===== config.mk =====
export PLATFORM = sky130hd
export DESIGN_NAME = prog_loader
export DESIGN_NICKNAME = d
export VERILOG_FILES = /design/src/rtl/prog_loader_pkg.sv /design/src/rtl/uart_rx.sv /design/src/rtl/prog_loader.sv
export SDC_FILE = /design/constraint.sdc
export NUM_CORES = 1
export LEC_CHECK = 0
export ABC_AREA = 1
export CAP_MARGIN = 20
export CORE_ASPECT_RATIO = 1.2
export CORE_MARGIN = 3
export CORE_UTILIZATION = 35
export DETAILED_ROUTE_END_ITERATION = 6
export PLACE_DENSITY_LB_ADDON = 0.25
export SKIP_CTS_REPAIR_TIMING = 1
export SLEW_MARGIN = 20
export SYNTH_ARGS = -nofsm -noshare
export SYNTH_HDL_FRONTEND = slang
export SYNTH_HIERARCHICAL = 1
export SYNTH_SLANG_ARGS = --single-unit
export TNS_END_PERCENT = 100

===== constraint.sdc =====
create_clock -name clock -period 1.6 [get_ports clock]
set_clock_uncertainty 0.1 [all_clocks]
set_input_delay 0.32 -clock clock [delete_from_list [all_inputs] [get_ports clock]]
set_output_delay 0.32 -clock clock [all_outputs]
set_load 0.01 [all_outputs]

===== src/rtl/prog_loader_pkg.sv =====
// prog_loader_pkg: shared state encodings and sizing constants for the
// serial program loader and its UART receiver.
package prog_loader_pkg;

  // Default bit period: 50 MHz clock at 115200 baud.
  localparam int DEFAULT_CLKS_PER_BIT = 434;

  // Image length is carried in 9 bits so that a length byte of 0 can mean 256.
  localparam int LEN_W = 9;

  // Loader FSM states.
  typedef enum logic [1:0] {
    ST_IDLE  = 2'd0,
    ST_DATA  = 2'd1,
    ST_CKSUM = 2'd2,
    ST_RUN   = 2'd3
  } ld_state_t;

  // Receiver FSM states.
  typedef enum logic [1:0] {
    RX_IDLE  = 2'd0,
    RX_START = 2'd1,
    RX_DATA  = 2'd2,
    RX_STOP  = 2'd3
  } rx_state_t;

endpackage


===== src/rtl/uart_rx.sv =====
// uart_rx: 8N1, LSB-first UART receiver. Synchronises rxd, qualifies the
// start bit at its centre, samples data and stop bits at bit centres and
// reports either a good byte (rx_valid) or a framing error (rx_ferr).
module uart_rx
  import prog_loader_pkg::*;
#(
  parameter int CLKS_PER_BIT = DEFAULT_CLKS_PER_BIT
) (
  input  logic       clock,
  input  logic       reset,
  input  logic       rxd,
  output logic       rx_valid,
  output logic [7:0] rx_byte,
  output logic       rx_ferr
);

  localparam int CW = $clog2(CLKS_PER_BIT) + 1;
  localparam logic [CW-1:0] HALF_CNT = CW'(CLKS_PER_BIT / 2 - 1);
  localparam logic [CW-1:0] FULL_CNT = CW'(CLKS_PER_BIT - 1);

  logic            sync1_q, sync2_q, prev_q;
  rx_state_t       state_q, state_d;
  logic [CW-1:0]   cnt_q, cnt_d;
  logic [2:0]      bit_q, bit_d;
  logic [7:0]      shift_q, shift_d;
  logic            valid_q, valid_d;
  logic            ferr_q, ferr_d;

  // Synchroniser, edge-history flop and receiver state registers.
  always_ff @(posedge clock or posedge reset) begin
    if (reset) begin
      sync1_q <= 1'b1;
      sync2_q <= 1'b1;
      prev_q  <= 1'b1;
      state_q <= RX_IDLE;
      cnt_q   <= '0;
      bit_q   <= '0;
      shift_q <= '0;
      valid_q <= 1'b0;
      ferr_q  <= 1'b0;
    end else begin
      sync1_q <= rxd;
      sync2_q <= sync1_q;
      prev_q  <= sync2_q;
      state_q <= state_d;
      cnt_q   <= cnt_d;
      bit_q   <= bit_d;
      shift_q <= shift_d;
      valid_q <= valid_d;
      ferr_q  <= ferr_d;
    end
  end

  // Bit timing, start qualification, shifting and stop-bit check.
  always_comb begin
    state_d = state_q;
    cnt_d   = cnt_q;
    bit_d   = bit_q;
    shift_d = shift_q;
    valid_d = 1'b0;
    ferr_d  = 1'b0;
    case (state_q)
      RX_IDLE: begin
        if (prev_q && !sync2_q) begin
          state_d = RX_START;
          cnt_d   = '0;
        end
      end
      RX_START: begin
        if (cnt_q == HALF_CNT) begin
          cnt_d = '0;
          bit_d = '0;
          // A line that is high again mid start bit was a glitch.
          state_d = sync2_q ? RX_IDLE : RX_DATA;
        end else begin
          cnt_d = cnt_q + 1'b1;
        end
      end
      RX_DATA: begin
        if (cnt_q == FULL_CNT) begin
          cnt_d   = '0;
          shift_d = {sync2_q, shift_q[7:1]};
          if (bit_q == 3'd7) state_d = RX_STOP;
          else               bit_d   = bit_q + 1'b1;
        end else begin
          cnt_d = cnt_q + 1'b1;
        end
      end
      RX_STOP: begin
        if (cnt_q == FULL_CNT) begin
          cnt_d   = '0;
          state_d = RX_IDLE;
          valid_d = sync2_q;
          ferr_d  = !sync2_q;
        end else begin
          cnt_d = cnt_q + 1'b1;
        end
      end
      default: state_d = RX_IDLE;
    endcase
  end

  assign rx_valid = valid_q;
  assign rx_byte  = shift_q;
  assign rx_ferr  = ferr_q;

endmodule


===== src/rtl/prog_loader.sv =====
// prog_loader: holds the CPU in stall while a length-prefixed program image
// arrives over the UART and is written into program RAM, then hands the RAM
// port to the CPU. Optional trailing checksum: define PROG_LOADER_CKSUM_EN.
module prog_loader
  import prog_loader_pkg::*;
#(
  parameter int CLKS_PER_BIT = DEFAULT_CLKS_PER_BIT
) (
  input  logic       clock,
  input  logic       reset,
  input  logic       rxd,
  input  logic [7:0] cpu_adrs,
  input  logic [7:0] cpu_data,
  input  logic       cpu_wr_en,
  output logic [7:0] ram_adrs,
  output logic [7:0] ram_data,
  output logic       ram_wr_en,
  output logic       cpu_hold,
  output logic       load_done,
  output logic       load_err
);

  logic       rx_valid, rx_ferr;
  logic [7:0] rx_byte;

  ld_state_t        state_q, state_d;
  logic [LEN_W-1:0] count_q, count_d;
  logic [LEN_W-1:0] len_q, len_d;
  logic             err_q, err_d;
  logic             wr_q, wr_d;
  logic [7:0]       wadr_q, wadr_d;
  logic [7:0]       wdat_q, wdat_d;
`ifdef PROG_LOADER_CKSUM_EN
  logic [7:0]       sum_q, sum_d;
`endif
  logic             run;

  uart_rx #(.CLKS_PER_BIT(CLKS_PER_BIT)) u_rx (
    .clock    (clock),
    .reset    (reset),
    .rxd      (rxd),
    .rx_valid (rx_valid),
    .rx_byte  (rx_byte),
    .rx_ferr  (rx_ferr)
  );

  // Loader state, image progress and the registered RAM write port.
  always_ff @(posedge clock or posedge reset) begin
    if (reset) begin
      state_q <= ST_IDLE;
      count_q <= '0;
      len_q   <= '0;
      err_q   <= 1'b0;
      wr_q    <= 1'b0;
      wadr_q  <= '0;
      wdat_q  <= '0;
`ifdef PROG_LOADER_CKSUM_EN
      sum_q   <= '0;
`endif
    end else begin
      state_q <= state_d;
      count_q <= count_d;
      len_q   <= len_d;
      err_q   <= err_d;
      wr_q    <= wr_d;
      wadr_q  <= wadr_d;
      wdat_q  <= wdat_d;
`ifdef PROG_LOADER_CKSUM_EN
      sum_q   <= sum_d;
`endif
    end
  end

  // Next-state logic: length capture, payload writes, completion check.
  always_comb begin
    state_d = state_q;
    count_d = count_q;
    len_d   = len_q;
    err_d   = err_q;
    wr_d    = 1'b0;
    wadr_d  = wadr_q;
    wdat_d  = wdat_q;
`ifdef PROG_LOADER_CKSUM_EN
    sum_d   = sum_q;
`endif
    case (state_q)
      ST_IDLE: begin
        if (rx_valid) begin
          len_d   = (rx_byte == 8'h00) ? LEN_W'(256) : {1'b0, rx_byte};
          count_d = '0;
          err_d   = 1'b0;
          state_d = ST_DATA;
`ifdef PROG_LOADER_CKSUM_EN
          sum_d   = '0;
`endif
        end else if (rx_ferr) begin
          err_d = 1'b1;
        end
      end
      ST_DATA: begin
        // Completion is checked one cycle after the last write so the final
        // write pulse still goes out through the loader-owned RAM port.
        if (count_q == len_q) begin
`ifdef PROG_LOADER_CKSUM_EN
          state_d = ST_CKSUM;
`else
          state_d = ST_RUN;
`endif
        end else if (rx_valid) begin
          wr_d    = 1'b1;
          wadr_d  = count_q[7:0];
          wdat_d  = rx_byte;
          count_d = count_q + 1'b1;
`ifdef PROG_LOADER_CKSUM_EN
          sum_d   = sum_q + rx_byte;
`endif
        end else if (rx_ferr) begin
          err_d = 1'b1;
        end
      end
`ifdef PROG_LOADER_CKSUM_EN
      ST_CKSUM: begin
        if (rx_valid) begin
          if (rx_byte == sum_q) begin
            state_d = ST_RUN;
          end else begin
            err_d   = 1'b1;
            state_d = ST_IDLE;
          end
        end
      end
`endif
      ST_RUN: ;
      default: state_d = ST_IDLE;
    endcase
  end

  assign run       = (state_q == ST_RUN);
  assign cpu_hold  = !run;
  assign load_done = run;
  assign load_err  = err_q;
  assign ram_adrs  = run ? cpu_adrs  : wadr_q;
  assign ram_data  = run ? cpu_data  : wdat_q;
  assign ram_wr_en = run ? cpu_wr_en : wr_q;

endmodule

Word level (Yosys, flattened, before mapping)
Cells that the tools add are included.
{"block": "word_totals", "ff_bits": 66, "inputBits": 20}
{"block": "op_classes", "n_reduce_logical": 17, "n_addsub": 3, "mux": 38, "eq_ne": 20, "n_bitwise": 2}
{"operator": "9-bit two-way mux", "n": 4}
{"operator": "10-bit two-way mux", "n": 3}
{"operator": "10-bit case mux with 3 select lines", "n": 1}
{"operator": "9-bit case mux with 2 select lines", "n": 1}
{"operator": "2-bit two-way mux", "n": 8}
{"operator": "8-bit two-way mux", "n": 2}
{"operator": "2-bit by 1-bit inequality test with 1-bit output, second input constant", "n": 7}
{"operator": "1-bit two-way mux", "n": 12}
{"operator": "10-bit by 1-bit adder with 10-bit output, second input constant", "n": 1}
{"operator": "10-bit by 8-bit equality test with 1-bit output, second input constant", "n": 1}
{"operator": "10-bit by 9-bit equality test with 1-bit output, second input constant", "n": 1}
{"operator": "9-bit by 1-bit adder with 9-bit output, second input constant", "n": 1}
{"operator": "9-bit equality test", "n": 1}
{"operator": "3-bit two-way mux", "n": 3}
{"operator": "3-bit AND reduction", "n": 3}
{"operator": "8-bit logical NOT", "n": 1}
{"operator": "2-bit inequality test, second input constant", "n": 4}
{"operator": "2-bit case mux with 4 select lines", "n": 1}
{"operator": "4-bit AND reduction", "n": 2}
{"operator": "2-bit equality test, second input constant", "n": 3}
{"operator": "2-bit case mux with 3 select lines", "n": 1}
{"operator": "3-bit case mux with 2 select lines", "n": 1}
{"operator": "5-bit AND reduction", "n": 1}
{"operator": "2-bit by 1-bit equality test with 1-bit output, second input constant", "n": 2}
{"operator": "other kinds (10)", "n": 15}

Logic depth before layout (Yosys ltp)
Gate-level depths: netlist of the first run.
{"block": "logic_depth", "depth_word": 4, "ltp_mapped": 11, "mapped_depth_nobuf": 11}

Hierarchy
The synthesis of the first run kept the hierarchy.
{"module": "prog_loader", "cells_each": 278, "n_inst": 1, "area_each_um2": 2179.6}
{"module": "uart_rx", "cells_each": 173, "n_inst": 1, "area_each_um2": 1406.3}

Worst setup path before layout of the first run
OpenSTA, ideal clock, no wires.
{"block": "synth_timing", "path_kind": "register -> output", "startpoint": "register, netlist name state_q[1]", "endpoint": "output ram_adrs[6]", "arrival_time_ps": 1174, "required_time_ps": 1180, "stages_incl_launch_ff": 6, "path_slack_ps": 6, "cell_sequence": "dfrtp_1 -> nand2_1 -> clkbuf_1 -> buf_2 -> nand2_1 -> nand2_1"}
{"item": "end, declared", "line_no": "prog_loader.sv:15", "text": "output logic [7:0] ram_adrs,"}

==> reports/results.txt, run 1 <==
Status: complete, but fails checks
Failing checks: negative setup slack
Worst R2R End: u_rx/cnt_q[9]$_DFFE_PP0P_
Syn_nets: 477
Largest net degree at the start of global routing: 39
Design area: 4865 um^2
Combinational share of power: 23.6%
Fmax: 602.1 MHz
Nets: 555
Hold Path Origin: u_rx/sync1_q$_DFF_PP1_
Vias in the first global route: 2,845
Largest family of logic cells by synthesized area: simple AND/OR/NAND/NOR gates
Compound-Gate Fraction of Synth Area: 8.618%
Die Footprint: 11,500 um^2
Tightest Hold Check Type: flop to flop
GRT Overall Usage: 13.98%
Commonest cells in the netlist: 176 x nand2_1, 63 x dfrtp_1, 45 x inv_1
Per-cell routed wire length: 12.11 um
Total design power: 5.007 mW
Max cap viols: 0
Async SR Flop Fraction: 100.0%
Pint: 3.561 mW
Input/output buffers: 39
Total Wirelength: 7.955 mm
Worst path required time: 1.18 ns
Worst r2r src: u_rx/cnt_q[0]$_DFFE_PP0P_
Synth Area in Simple Gates: 31.72%
First-pass GRT wire length: 13.06 mm
Commonest register cell after synthesis: dfrtp_1
Sw frac: 28.87%
Yosys warns: 6
Crit. End Element: output port
WHS Path Cells: 0
CP Launch Type: flop
Psw: 1.445 mW
Clock-pin slew on the worst setup and hold paths: 0.05 ns
Fin. Hold Viols: 0
Pre-CTS setup slack: -0.2351 ns
Die H: 116.9 um
Clock group share of total power: 39.3%
Post-synth EDFFs: 0
Mean post-synth cell area: 7.951 um^2
Core Footprint: 9759 um^2
Critical Path Fanout Max: 9
Flop-to-flop setup slack: -0.03 ns
Final Cycle Share: 103.8%
Top-area cell type share of the netlist area: 43.96%
Cells after Synth: 451
Multiplexer share of the synthesized area: 0%
Diode count: 0
Antenna violations before repair: 0
DRC Markers: 0
Slew headroom: 78.51%
Post-synthesis adder-cell area fraction: 2.094%
First drt pass iteration count: 6
CTS tree: done
TritonCTS buffer count: 9
Placer congestion estimate: 0.8248
Die Wd: 98.40 um
Leakage: 2.496 nW
Synth unique cells: 36
Fin crit period: 1.661 ns
Power per cell area: 1029 nW/um^2
IO Pins: 40
Cell Area, Synth: 3586 um^2
H-tree level count: 3
Synth area leader: dfrtp_1
Critical path, cell by cell: nand2_4, clkbuf_16, nand2_1, nand2_1, buf_2
WHS Endpoint: u_rx/sync2_q$_DFF_PP1_
Share of layout cells above drive strength 1: 30.71%
Worst setup margin: -0.06074 ns
Area Growth Syn to Fin: 35.66%
Clock latency on the worst-skew pair: 0.32 ns
Clk root buf: clkbuf_16
Setup Crit Path Kind: flop to output port
Worst path most repeated cell: nand2_1
Site Rows: 39
Via count of the routed design: 3,069
Crit-path max cell delay: 0.40 ns
Clock tree buffer depth: 2
Vias/cell: 4.671
VDD IR max: 0.7390 mV
Max Slew Vio Count: 0
TNS Setup: -0.7828 ns
Post-DP HPWL: 5.606 mm
Most frequent cell after synthesis: nand2_1
Top post-synthesis cells by area: dfrtp_1 44%, nand2_1 18%, inv_1 4.7%, nand3_1 4.5%, o21ai_2 3.7%
Post-DP Area: 4313 um^2
XOR/XNOR share of the synthesized area: 2.861%
Arrival time worst endpoint: 1.24 ns
Grt total ovfl: 0
Worst R2R Path Depth: 10
Worst-margin pin slew: 0.3190 ns
Critical-path top delay cell: dfrtp_1
DRT iter0 DRCs: 143
Initial core utilization: 36.74%
Final setup viols: 20
Seq pwr share: 37.1%
Unrepaired setup endpoints after global routing: yes
CTS Sinks: 66
Post-route ant nets: 0
Seq/Total Area, Yosys: 46.16%
#FFs+latches synth: 66
[cells in the final DEF (no fill, tap or decap), drive strengths merged]
cell             n
nor3             3
nand2          188
xor2             1
buf             50
clkinvlp         2
o21ai           43
a31o             1
inv             53
nor4             2
dlymetal6s2s     2
nand3b           1
nor3b            2
dfrtp           63
clkbuf          19
nand4            4
clkinv           1
nand3           33
a21oi            1
o22ai            2
clkdlybuf4s50   19
bufinv           1
nor2            25
dfstp            3
xnor2            9
ha               6
[how the worst max path moves through the flow]
stage | startpoint | endpoint | slack [ns]
after floorplan | state_q[1]$_DFFE_PP0P_ | ram_adrs[6] | 0.006
after global placement | cpu_data[2] | ram_data[2] | -0.22
after detailed placement | cpu_adrs[0] | ram_adrs[0] | -0.24
after CTS | state_q[1]$_DFFE_PP0P_ | ram_adrs[7] | -0.54
after global routing | state_q[1]$_DFFE_PP0P_ | ram_data[3] | -0.13
final | state_q[0]$_DFFE_PP0P_ | ram_adrs[2] | -0.06
[flip-flops by register name (all words and copies together) (netlist names), 2 cells and up, named ones only]
signal and count:
count_q 9, len_q 9, state_q 2, u_rx/bit_q 3
u_rx/cnt_q 10, u_rx/rx_byte 8, wadr_q 8, wdat_q 8
[cell families (layout without fill, tap and decap cells)]
family / Yosys count / in the layout
xor gates and xnor gates: 10 / 10
AOI/OAI and AO/OA: 47 / 47
adders and majority gates: 6 / 6
and+or+nand+nor: 257 / 258
buffers and inverters: 65 / 147
DFF: 66 / 66
[power groups by stage]
stage | Clock, mW | Sequential, mW | Combinational [mW]
detailed placement | 0 | 1.88 | 0.839
CTS | 2.01 | 1.85 | 0.844
global placement | 0 | 1.88 | 0.811
finish | 1.97 | 1.86 | 1.18
global route | 2.09 | 1.87 | 1.32
floorplan | 0 | 1.87 | 0.565
[routing by layer]
layer	vias to the layer above	share of wire [%]	global-route usage, %
met2	66	52	24.85
li1	1578	-	-
met3	7	4.0	2.905
met5	-	0	0
met4	0	1.3	4.736
met1	1418	43	16.98
[area by class of cell]
class	instances	area, um^2
Sequential cell	66	1658
Clock buffer	12	256.5
Multi-Input combinational cell	321	1812
Fill cell	959	4895
Inverter	53	211.5
Clock inverter	4	50.05
Tap cell	123	153.9
Timing Repair Buffer	78	723.2
[critical path: cells and delay by family (launching register included)]
| kind | cells | cell delay (ns) |
|---|---|---|
| buffers and inverters | 2 | 0.28 |
| AND/OR/NAND/NOR | 3 | 0.24 |
| flip-flops | 1 | 0.40 |
[through the flow]
step | utilization (%) | instances | hold WS, ns
final | 49.85 | 657 | 0.2541
after detailed placement | 44.19 | 631 | 0.2482
after global placement | 44.19 | 631 | 0.2472
after global routing | 49.85 | 657 | 0.2572
after floorplan | - | 451 | 0.2245
after CTS | 47.33 | 647 | 0.2560
Power figures use the tool's default switching activity.
==> run 2, diff against run 1 <==
--- a/config.mk
+++ b/config.mk
@@ -10,6 +10,7 @@
 export CORE_ASPECT_RATIO = 1.2
 export CORE_MARGIN = 3
 export CORE_UTILIZATION = 35
+export CTS_CLUSTER_SIZE = 24
 export DETAILED_ROUTE_END_ITERATION = 6
 export PLACE_DENSITY_LB_ADDON = 0.25
 export SKIP_CTS_REPAIR_TIMING = 1
==> results of run 2 <==
No change in the layout: final DEF, timing and power equal those of run 1.
==> run 3, diff against run 2 <==
==> constraint.sdc (replaced) <==
create_clock -name clock -period 1.6 [get_ports clock]
set_clock_uncertainty 0.1 [all_clocks]
set_input_delay 0.24 -clock clock [delete_from_list [all_inputs] [get_ports clock]]
set_output_delay 0.24 -clock clock [all_outputs]
set_load 0.01 [all_outputs]
==> run 3 against run 2 <==
Effect of this change:
- the flow still finishes with violations (negative setup slack)
- power shrank 1.5%
- utilization grew 1.8 points
- worst setup slack gained 0.0024 ns
- clock-buffer cell count shrank 3
- flip-flop and latch count is the same
- clock power is essentially flat
- maximum frequency grew 0.14%
- die area is the same
- sequential power is essentially flat
- first-iteration DRC count shrank 24%
- sequential share of layout area shrank 1.2 points
- cell count grew 1.7%
==> reports/results.txt, run 3 (synthesized netlist as in run 1, its figures left out) <==
Sequential Area: 1658 um^2
Failing checks: negative setup slack
Diode count: 0
Most Crowded Layer GR: met2
Clock-pin slew on the worst setup and hold paths: 0.06 ns
Crit. End Element: flop
Die Wd: 98.40 um
CP Launch Type: flop
Worst path required time: 1.75 ns
Post-DP HPWL: 5.582 mm
Top reg by flops: u_rx/cnt_q
IO Pins: 40
Multi-input gate area: 1887 um^2
Per-cell routed wire length: 12.66 um
Combinational share of power: 22.7%
Layout Utilization: 51.60%
Setup Crit Path Kind: flop to flop
Total Wirelength: 8.458 mm
Die H: 116.9 um
Arrival time worst endpoint: 1.81 ns
Final setup viols: 12
DRT iter0 DRCs: 108
H-tree level count: 3
CTS tree: done
Fillers: 928
Status: complete, but fails checks
Critical Path Fanout Max: 5
Final Cycle Share: 103.6%
Hold Worst Slack: 0.1673 ns
M3 GR Usage: 3.320%
CTS Sinks: 66
VDD IR max: 0.7956 mV
Nets: 566
DRC Markers: 0
Area Growth Syn to Fin: 40.44%
Grt total ovfl: 0
Post-DP Area: 4328 um^2
Clock tree buffer depth: 2
Most common cell after layout, fill and taps aside: nand2_1
Largest registers: u_rx/cnt_q x10, count_q x9, len_q x9
Worst setup margin: -0.05835 ns
Site Rows: 39
First-pass GRT wire length: 13.17 mm
TritonCTS buffer count: 9
Psw: 1.492 mW
GRT Overall Usage: 13.99%
Pre-CTS setup slack: -0.09183 ns
Antenna violations before repair: 0
Most frequent cells in the layout: 148 x nand2_1, 61 x dfrtp_1, 39 x inv_1, 32 x buf_4
Leakage: 2.553 nW
Max FFs per register: 10
Post-route ant nets: 0
Max cap viols: 0
Max Slew Vio Count: 0
Met1 Resource Use GR: 17.20%
Vias/cell: 4.666
Fmax: 603.0 MHz
Seq pwr share: 37.8%
Total design power: 4.931 mW
Core Footprint: 9759 um^2
Unrepaired setup endpoints after global routing: yes
Clock group share of total power: 39.5%
Worst-margin pin slew: 0.3298 ns
Fin. Hold Viols: 0
Initial core utilization: 36.74%
Clock latency on the worst-skew pair: 0.33 ns
Tightest Hold Check Type: input port to async pin
Power per cell area: 979.2 nW/um^2
Vias in the first global route: 2,781
Share of layout cells above drive strength 1: 34.86%
Largest net degree at the start of global routing: 39
Design area: 5036 um^2
Via count of the routed design: 3,117
Placer congestion estimate: 0.7984
Die Footprint: 11,500 um^2
Clk root buf: clkbuf_16
Fin crit period: 1.658 ns
Sw frac: 30.25%
Met2 GRT Util: 24.09%
Pint: 3.439 mW
First drt pass iteration count: 4
Input/output buffers: 39
Slew headroom: 77.78%
## run 3: through the flow
step / std cells / TNS, ns
finish: 668 / -0.2171
global route: 668 / -2.951
CTS: 649 / -8.111
detailed placement: 633 / -1.412
global placement: 633 / -1.071
floorplan: 451 / 0
## run 3: metal layers
layer,vias up,wire [um]
met4,0,111
li1,1604,-
met3,10,407
met1,1437,3496
met2,66,4443
met5,-,0
## run 3: path summary, 6_finish.rpt
| kind | startpoint | to | slack, ns | cells past startpoint |
|---|---|---|---|---|
| max in group asynchronous | reset | u_rx/sync1_q$_DFF_PP1_ | 0.99 | 3 |
| min in group clock | rxd | u_rx/sync1_q$_DFF_PP1_ | 0.22 | 1 |
| max reg2reg | u_rx/cnt_q[0]$_DFFE_PP0P_ | u_rx/cnt_q[9]$_DFFE_PP0P_ | -0.06 | 9 |
| min reg2reg | u_rx/sync1_q$_DFF_PP1_ | u_rx/sync2_q$_DFF_PP1_ | 0.26 | 0 |
| max | u_rx/cnt_q[0]$_DFFE_PP0P_ | u_rx/cnt_q[9]$_DFFE_PP0P_ | -0.06 | 9 |
| min | reset | u_rx/cnt_q[6]$_DFFE_PP0P_ | 0.17 | 3 |
## run 3: area by class of cell
cell class	count	share of cell area (%)
clock inverters	7	1.391
multi-input cells	322	37.47
flip-flops and latches	66	32.92
clock buffers	9	4.472
inverters	53	4.050
well taps	123	3.056
repair buffers	88	16.65
## run 3: power by group through the flow
stage	clock (mW)	combinational, mW	sequential [mW]
after floorplan	0	0.565	1.87
after global placement	0	0.810	1.88
after detailed placement	0	0.832	1.88
after CTS	1.99	0.842	1.85
after global routing	2.08	1.25	1.88
final	1.95	1.12	1.86
## run 3: worst max-delay path, cell delays in order, from the launching register on
cell     delay (ns)
dfrtp_1        0.42
buf_6          0.13
ha_2           0.17
nand3_2        0.09
nor2_4         0.04
nand2_4        0.08
inv_4          0.07
o21ai_4        0.25
nand2_1        0.09
o21ai_1        0.13
